<file path="config.mk">
export PLATFORM = sky130hd
export DESIGN_NAME = base_afork_flat
export DESIGN_NICKNAME = d
export VERILOG_FILES = /design/src/rtl/base_afork_if.sv /design/src/rtl/base_afork.sv /design/src/flat_wrapper.sv
export SDC_FILE = /design/constraint.sdc
export NUM_CORES = 1
export LEC_CHECK = 0
export ABC_AREA = 1
export BUFFER_PORTS_ARGS = -buffer_cell sky130_fd_sc_hd__buf_4
export CAP_MARGIN = 20
export CORE_AREA = 8 8 45 47
export CTS_CLUSTER_SIZE = 8
export DETAILED_ROUTE_END_ITERATION = 10
export DIE_AREA = 0 0 53 55
export GPL_TIMING_DRIVEN = 1
export HOLD_SLACK_MARGIN = 0.05
export PLACE_DENSITY_LB_ADDON = 0.08
export SKIP_LAST_GASP = 1
export SYNTH_ARGS = -nofsm -noshare
export SYNTH_HDL_FRONTEND = slang
export SYNTH_SLANG_ARGS = --single-unit
</file>
<file path="constraint.sdc">
create_clock -name clk -period 1.5 [get_ports clk]
set_input_delay 0.3 -clock clk [delete_from_list [all_inputs] [get_ports clk]]
set_output_delay 0.3 -clock clk [all_outputs]
set_load 0.1 [all_outputs]
</file>
<file path="src/rtl/base_afork_if.sv">
// rtl/base_afork_if.sv - valid/ready bundle for the eager fork stage: one input stream, no output streams
interface base_afork_if #(
    parameter int width = 8,
    parameter int no    = 2
);
    logic             i_v;
    logic             i_r;
    logic [0:width-1] i_d;
    logic [0:no-1]    o_v;
    logic [0:no-1]    o_r;
    logic [0:width-1] o_d;
    logic             s_busy;

    modport master (
        output i_v, i_d, o_r,
        input  i_r, o_v, o_d, s_busy
    );

    modport slave (
        input  i_v, i_d, o_r,
        output i_r, o_v, o_d, s_busy
    );
endinterface

</file>
<file path="src/rtl/base_afork.sv">
// rtl/base_afork.sv - registered eager fork: one held beat offered to every output, freed after all have taken it
module base_afork #(
    parameter int width = 8,
    parameter int no    = 2
) (
    input  logic         clk,
    input  logic         rst_n,
    base_afork_if.slave  bus
);
    logic             full_q, full_d;
    logic [0:width-1] dat_q, dat_d;
    logic [0:no-1]    pend_q, pend_d;

    logic [0:no-1]    take;
    logic             last;
    logic             in_rdy;
    logic             accept;

    // The only combinational path is o_r -> i_r: a new beat may load on the
    // same edge that the final pending output takes the current one.
    always_comb begin
        take   = pend_q & bus.o_r;
        last   = full_q && ((pend_q & ~take) == '0);
        in_rdy = rst_n && (!full_q || last);
        accept = bus.i_v && in_rdy;

        full_d = full_q;
        dat_d  = dat_q;
        pend_d = pend_q & ~take;
        if (accept) begin
            full_d = 1'b1;
            dat_d  = bus.i_d;
            pend_d = '1;
        end else if (last) begin
            full_d = 1'b0;
            pend_d = '0;
        end
    end

    always_ff @(posedge clk or negedge rst_n) begin
        if (!rst_n) begin
            full_q <= 1'b0;
            dat_q  <= '0;
            pend_q <= '0;
        end else begin
            full_q <= full_d;
            dat_q  <= dat_d;
            pend_q <= pend_d;
        end
    end

    assign bus.i_r    = in_rdy;
    assign bus.o_v    = pend_q;
    assign bus.o_d    = dat_q;
    assign bus.s_busy = full_q;
endmodule
</file>
<file path="src/flat_wrapper.sv">
// flat-port wrapper written by rule: the top's interface ports become plain ports
module base_afork_flat 
#(
    parameter int width = 8,
    parameter int no    = 2
)
  (clk, rst_n, bus_i_v, bus_i_d, bus_o_r, bus_i_r, bus_o_v, bus_o_d, bus_s_busy);
  base_afork_if #(.width(width), .no(no)) bus_i ();
  input  logic clk;
  input  logic rst_n;
  input wire logic [$bits(bus_i.i_v)-1:0] bus_i_v;
  input wire logic [$bits(bus_i.i_d)-1:0] bus_i_d;
  input wire logic [$bits(bus_i.o_r)-1:0] bus_o_r;
  output wire logic [$bits(bus_i.i_r)-1:0] bus_i_r;
  output wire logic [$bits(bus_i.o_v)-1:0] bus_o_v;
  output wire logic [$bits(bus_i.o_d)-1:0] bus_o_d;
  output wire logic [$bits(bus_i.s_busy)-1:0] bus_s_busy;
  assign bus_i.i_v = bus_i_v;
  assign bus_i.i_d = bus_i_d;
  assign bus_i.o_r = bus_o_r;
  assign bus_i_r = bus_i.i_r;
  assign bus_o_v = bus_i.o_v;
  assign bus_o_d = bus_i.o_d;
  assign bus_s_busy = bus_i.s_busy;
  base_afork #(.width(width), .no(no)) u_core (.clk(clk), .rst_n(rst_n), .bus(bus_i));
endmodule
</file>
Word-level counts from Yosys, hierarchy flattened
Cells that the tools add are included.
Storage, ports and cells
  flip-flop bits (word level): 11
  logic and storage cells: 17
  input port bits: 13
  output and inout bits: 12
Operators by class
  mux-type cells: 4
  bitwise operators: 3
  reduce and logical (&&, ||, !) cells: 7
Operators by type and width (number)
  $and A2 B2 Y2: 2
  $mux W2: 2
  $logic_and A1 B1 Y1: 3
  $logic_not A2 Y1: 1
  $mux W1: 2
  $not A2 Y2: 1
  $reduce_bool A2 Y1: 1
  $logic_not A1 Y1: 1
  $logic_or A1 B1 Y1: 1

Depth between registers and ports, before layout
  word-level depth: 9
  mapped depth: 8
  gate-level depth less buffers: 7

Worst setup path after synthesis
Ideal clock, no wire load.
  path type: register to output
  from: register u_core.pend_q, in the netlist u_core.bus.o_v[1]
  to: output bus_i_r
  data arrival time: 3234 ps
  path slack: -2034 ps
  required time: 1200 ps
  cell stages (with the launch flop): 4
  buffers on the path: 0
  cells stage by stage: dfrtp_1 -> nand2_2 -> nand2_4 -> a21boi_0
Between the ends
  cells in the longest elaborated chain, start to end: 7
Ends and longest elaborated chain
  from (decl): RTL line base_afork.sv:12  | logic [0:no-1] pend_q, pend_d;
  from (signal assigned): RTL line base_afork.sv:48  | pend_q <= pend_d;
  $and A2 B2 Y2: RTL line base_afork.sv:22  | take = pend_q & bus.o_r;
  $not A2 Y2: RTL line base_afork.sv:23  | last = full_q && ((pend_q & ~take) == '0);
  $and A2 B2 Y2 (*): RTL line base_afork.sv:23
  $logic_not A2 Y1 (*): RTL line base_afork.sv:23
  $logic_and A1 B1 Y1 (*): RTL line base_afork.sv:23
  $logic_or A1 B1 Y1 (*): RTL line base_afork.sv:24  | in_rdy = rst_n && (!full_q || last);
  $logic_and A1 B1 Y1 (*): RTL line base_afork.sv:24
  to (decl): RTL line flat_wrapper.sv:14  | output wire logic [$bits(bus_i.i_r)-1:0] bus_i_r;
Mark *: on every way between the ends. The rest lies on a longest branch, timed or not.

Final worst setup path
Ends and elaborated chain as after synthesis.

==> impl_metrics.csv <==
group,metric,value,unit
outcome,status,"complete, but fails checks",
outcome,violations,"setup timing",
drt,antenna_left,0,
sta,setup_viol,1,
grt,overflow,0,
layout,stdcell_count,92,
placement,place_inst,87,
worst_setup_path,worstSetupPathType,"flip-flop to primary output",
worst_setup_path,critPathMaxStageDelay,0.49,ns
sta,worst_slack,-0.05411,ns
worst_setup_path,end_kind,"primary output",
grt,grt_pass1_vias,443,
placement,gp_congestion,0.6947,
placement,dp_hpwl,891.2,µm
clock_tree,cts_setup_buffers,0,
layout,nets,90,
layout,syn_to_final_growth,50.00,%
clock_tree,insertion_delay,0.27,ns
worst_setup_path,cp.required,1.20,ns
sta,holdWs,0.2800,ns
power_and_ir_drop,p_leak,0.4118,nW
drt,drt-vias-per-instance,4.924,
drt,drt_iter0_markers,9,
clock_tree,clockBufferDepth,2,
clock_tree,h-tree-depth,1,
floorplanning,start_util,37.43,%
sta,tightest_slew,0.2813,ns
sta,grt_setup_unrepaired,"true",
sta,fmax,643.5,MHz
floorplanning,core_area,1384,µm²
sta,period_minus_slack,1.554,ns
clock_tree,clkTransAtPathRegs,0.07,ns
worst_setup_path,critPathMaxFanout,2,
floorplanning,row_count,14,
logic_synthesis,syn_area,518.0,µm²
logic_synthesis,avgSynthCellArea,10.57,µm²
floorplanning,die_width,53,µm
clock_tree,cts_sinks,11,
logic_synthesis,seq_area_frac_synth,53.14,%
job,maxCapViolCount,0,
floorplanning,io_pins,25,
drt,firstDrtPassIters,4,
logic_synthesis,ys_ff_latch,11,
grt,grt_pass1_wl,1.966,mm
sta,period_share,103.6,%
sta,finalSetupTns,-0.05411,ns
clock_tree,cts-root-buf,"clkbuf_4",
grt,antenna_found_initial,0,
clock_tree,cts_tree,"yes",
sta,hold_viol,0,
grt,grt_max_degree,21,
logic_synthesis,synth_nets,62,
placement,io_buffers,24,
layout,fin_area,777.0,µm²
drt,drcViolationCount,0,
worst_hold_path,hold_class,"input port to flip-flop",
worst_setup_path,arrival,1.25,ns
drt,wl_per_cell,12.40,µm
layout,drive_gt1_share,57.89,%
floorplanning,die_area,2915,µm²
logic_synthesis,syn_inst,49,
layout,num_antenna_cells,0,
placement,placed_area,728.2,µm²
clock_tree,numCtsBuffers,3,
sta,slew_headroom,81.40,%
grt,grtUsageTotal,9.232,%
logic_synthesis,ys_warn_count,0,
drt,route.vias.total,453,
worst_setup_path,start_kind,"flip-flop",
drt,wl,1.141,mm
worst_setup_path,cp_cell_sequence,"nand2_4 > nand2_4 > a21boi_4 > buf_12",
logic_synthesis,yosysUniqueCellTypes,12,
sta,clock_skew,0.003253,ns
sta,slew_violations,0,
power_and_ir_drop,powerDensity,1458,nW/µm²
worst_setup_path,cpMaxStageDelayCell,"dfrtp_4",
floorplanning,die_y,55,µm
layout,final_util,56.15,%
power_and_ir_drop,ir_drop,0.0008264,V
worst_setup_path,crit_path_frequent_cell,"nand2_4",
==> flip-flops by register name, indices dropped and copies added, names as in the netlist <==
register           cells
u_core.bus.o_d         8
u_core.bus.s_busy      1
u_core.bus.o_v         2
==> Yosys cell counts <==
cell type / n / area share, %
nand2_8: 1 / 3.9
nand2_2: 9 / 11
nand3_4: 1 / 3.4
buf_4: 1 / 1.4
dfrtp_1: 11 / 53
nand2_1: 12 / 8.7
nand2_4: 1 / 2.2
inv_1: 2 / 1.4
a21boi_0: 1 / 1.4
nand4_1: 8 / 9.7
buf_2: 1 / 0.97
buf_8: 1 / 2.9
==> per-stage QoR <==
step	worst slack, ns	total power (W)
5_1_grt	-0.1073	0.001189
3_5_place_dp	0.1337	0.0009340
3_3_place_gp	0.1488	0.0009303
4_1_cts	-0.07204	0.001147
2_1_floorplan	-0.1859	0.0008130
6_report	-0.05411	0.001132
==> worst max-delay path, delay by kind of cell, from the launching register on <==
family          cells  cell delay (ns)
flops               1             0.49
simple gates        2             0.16
compound gates      1             0.15
buf+inv             1             0.19
==> area by class of cell <==
type / count / area (µm²)
fillers: 141 / 606.8
clock buffers: 4 / 26.28
repair buffers: 26 / 210.2
multi-input cells: 33 / 229.0
well taps: 16 / 20.02
flip-flops and latches: 11 / 284.0
inverters: 2 / 7.507
==> repair_timing <==
item | in CTS | in global routing
endpoints found under the setup margin | 1 | 1
gates cloned | 0 | 0
hold endpoints to repair | 11 | 0
gates resized for setup | 3 | 0
pin swaps | 1 | 0
hold buffers | 1 | 0
==> layout by cell type, fill, tap and decap left out, drive strengths merged <==
cell type	count
a21boi	1
buf	25
clkbuf	4
dfrtp	11
dlygate4sd3	1
inv	2
nand2	23
nand3	1
nand4	8
==> metal layers <==
| metal | track usage [%] | part of all wire (%) | vias to the layer above |
|---|---|---|---|
| li1 | - | - | 215 |
| met1 | 9.576 | 35 | 211 |
| met2 | 15.04 | 50 | 23 |
| met3 | 3.743 | 12 | 4 |
| met4 | 6.466 | 2.5 | 0 |
| met5 | 0 | 0 | - |
==> final timing paths <==
path | startpoint | to | slack [ns] | depth (start not counted)
max | u_core.bus.o_v[1] | bus_i_r | -0.05 | 4
max in group asynchronous | rst_n | u_core.bus.o_v[0] | 0.74 | 3
max reg2reg | u_core.bus.o_v[1] | u_core.bus.o_d[3] | 0.33 | 6
min reg2reg | u_core.bus.o_d[6] | u_core.bus.o_d[6] | 0.48 | 2
min in group asynchronous | rst_n | u_core.bus.o_d[0] | 0.54 | 3
min | bus_i_d[5] | u_core.bus.o_d[2] | 0.28 | 3
==> cell families after synthesis <==
kind of cell | Yosys count | synth area share (%)
AO/OA/AOI/OAI | 1 | 1.450
buffers and inverters | 5 | 6.763
AND/OR/NAND/NOR | 32 | 38.65
flip-flops | 11 | 53.14
==> power by group <==
part	internal (W)	leakage (nW)	switching [W]
sequential	0.000344	0.133	0.0000373
combinational	0.000123	0.264	0.000426
clock	0.000103	0.0150	0.0000986
(Power assumes the default switching activity.)
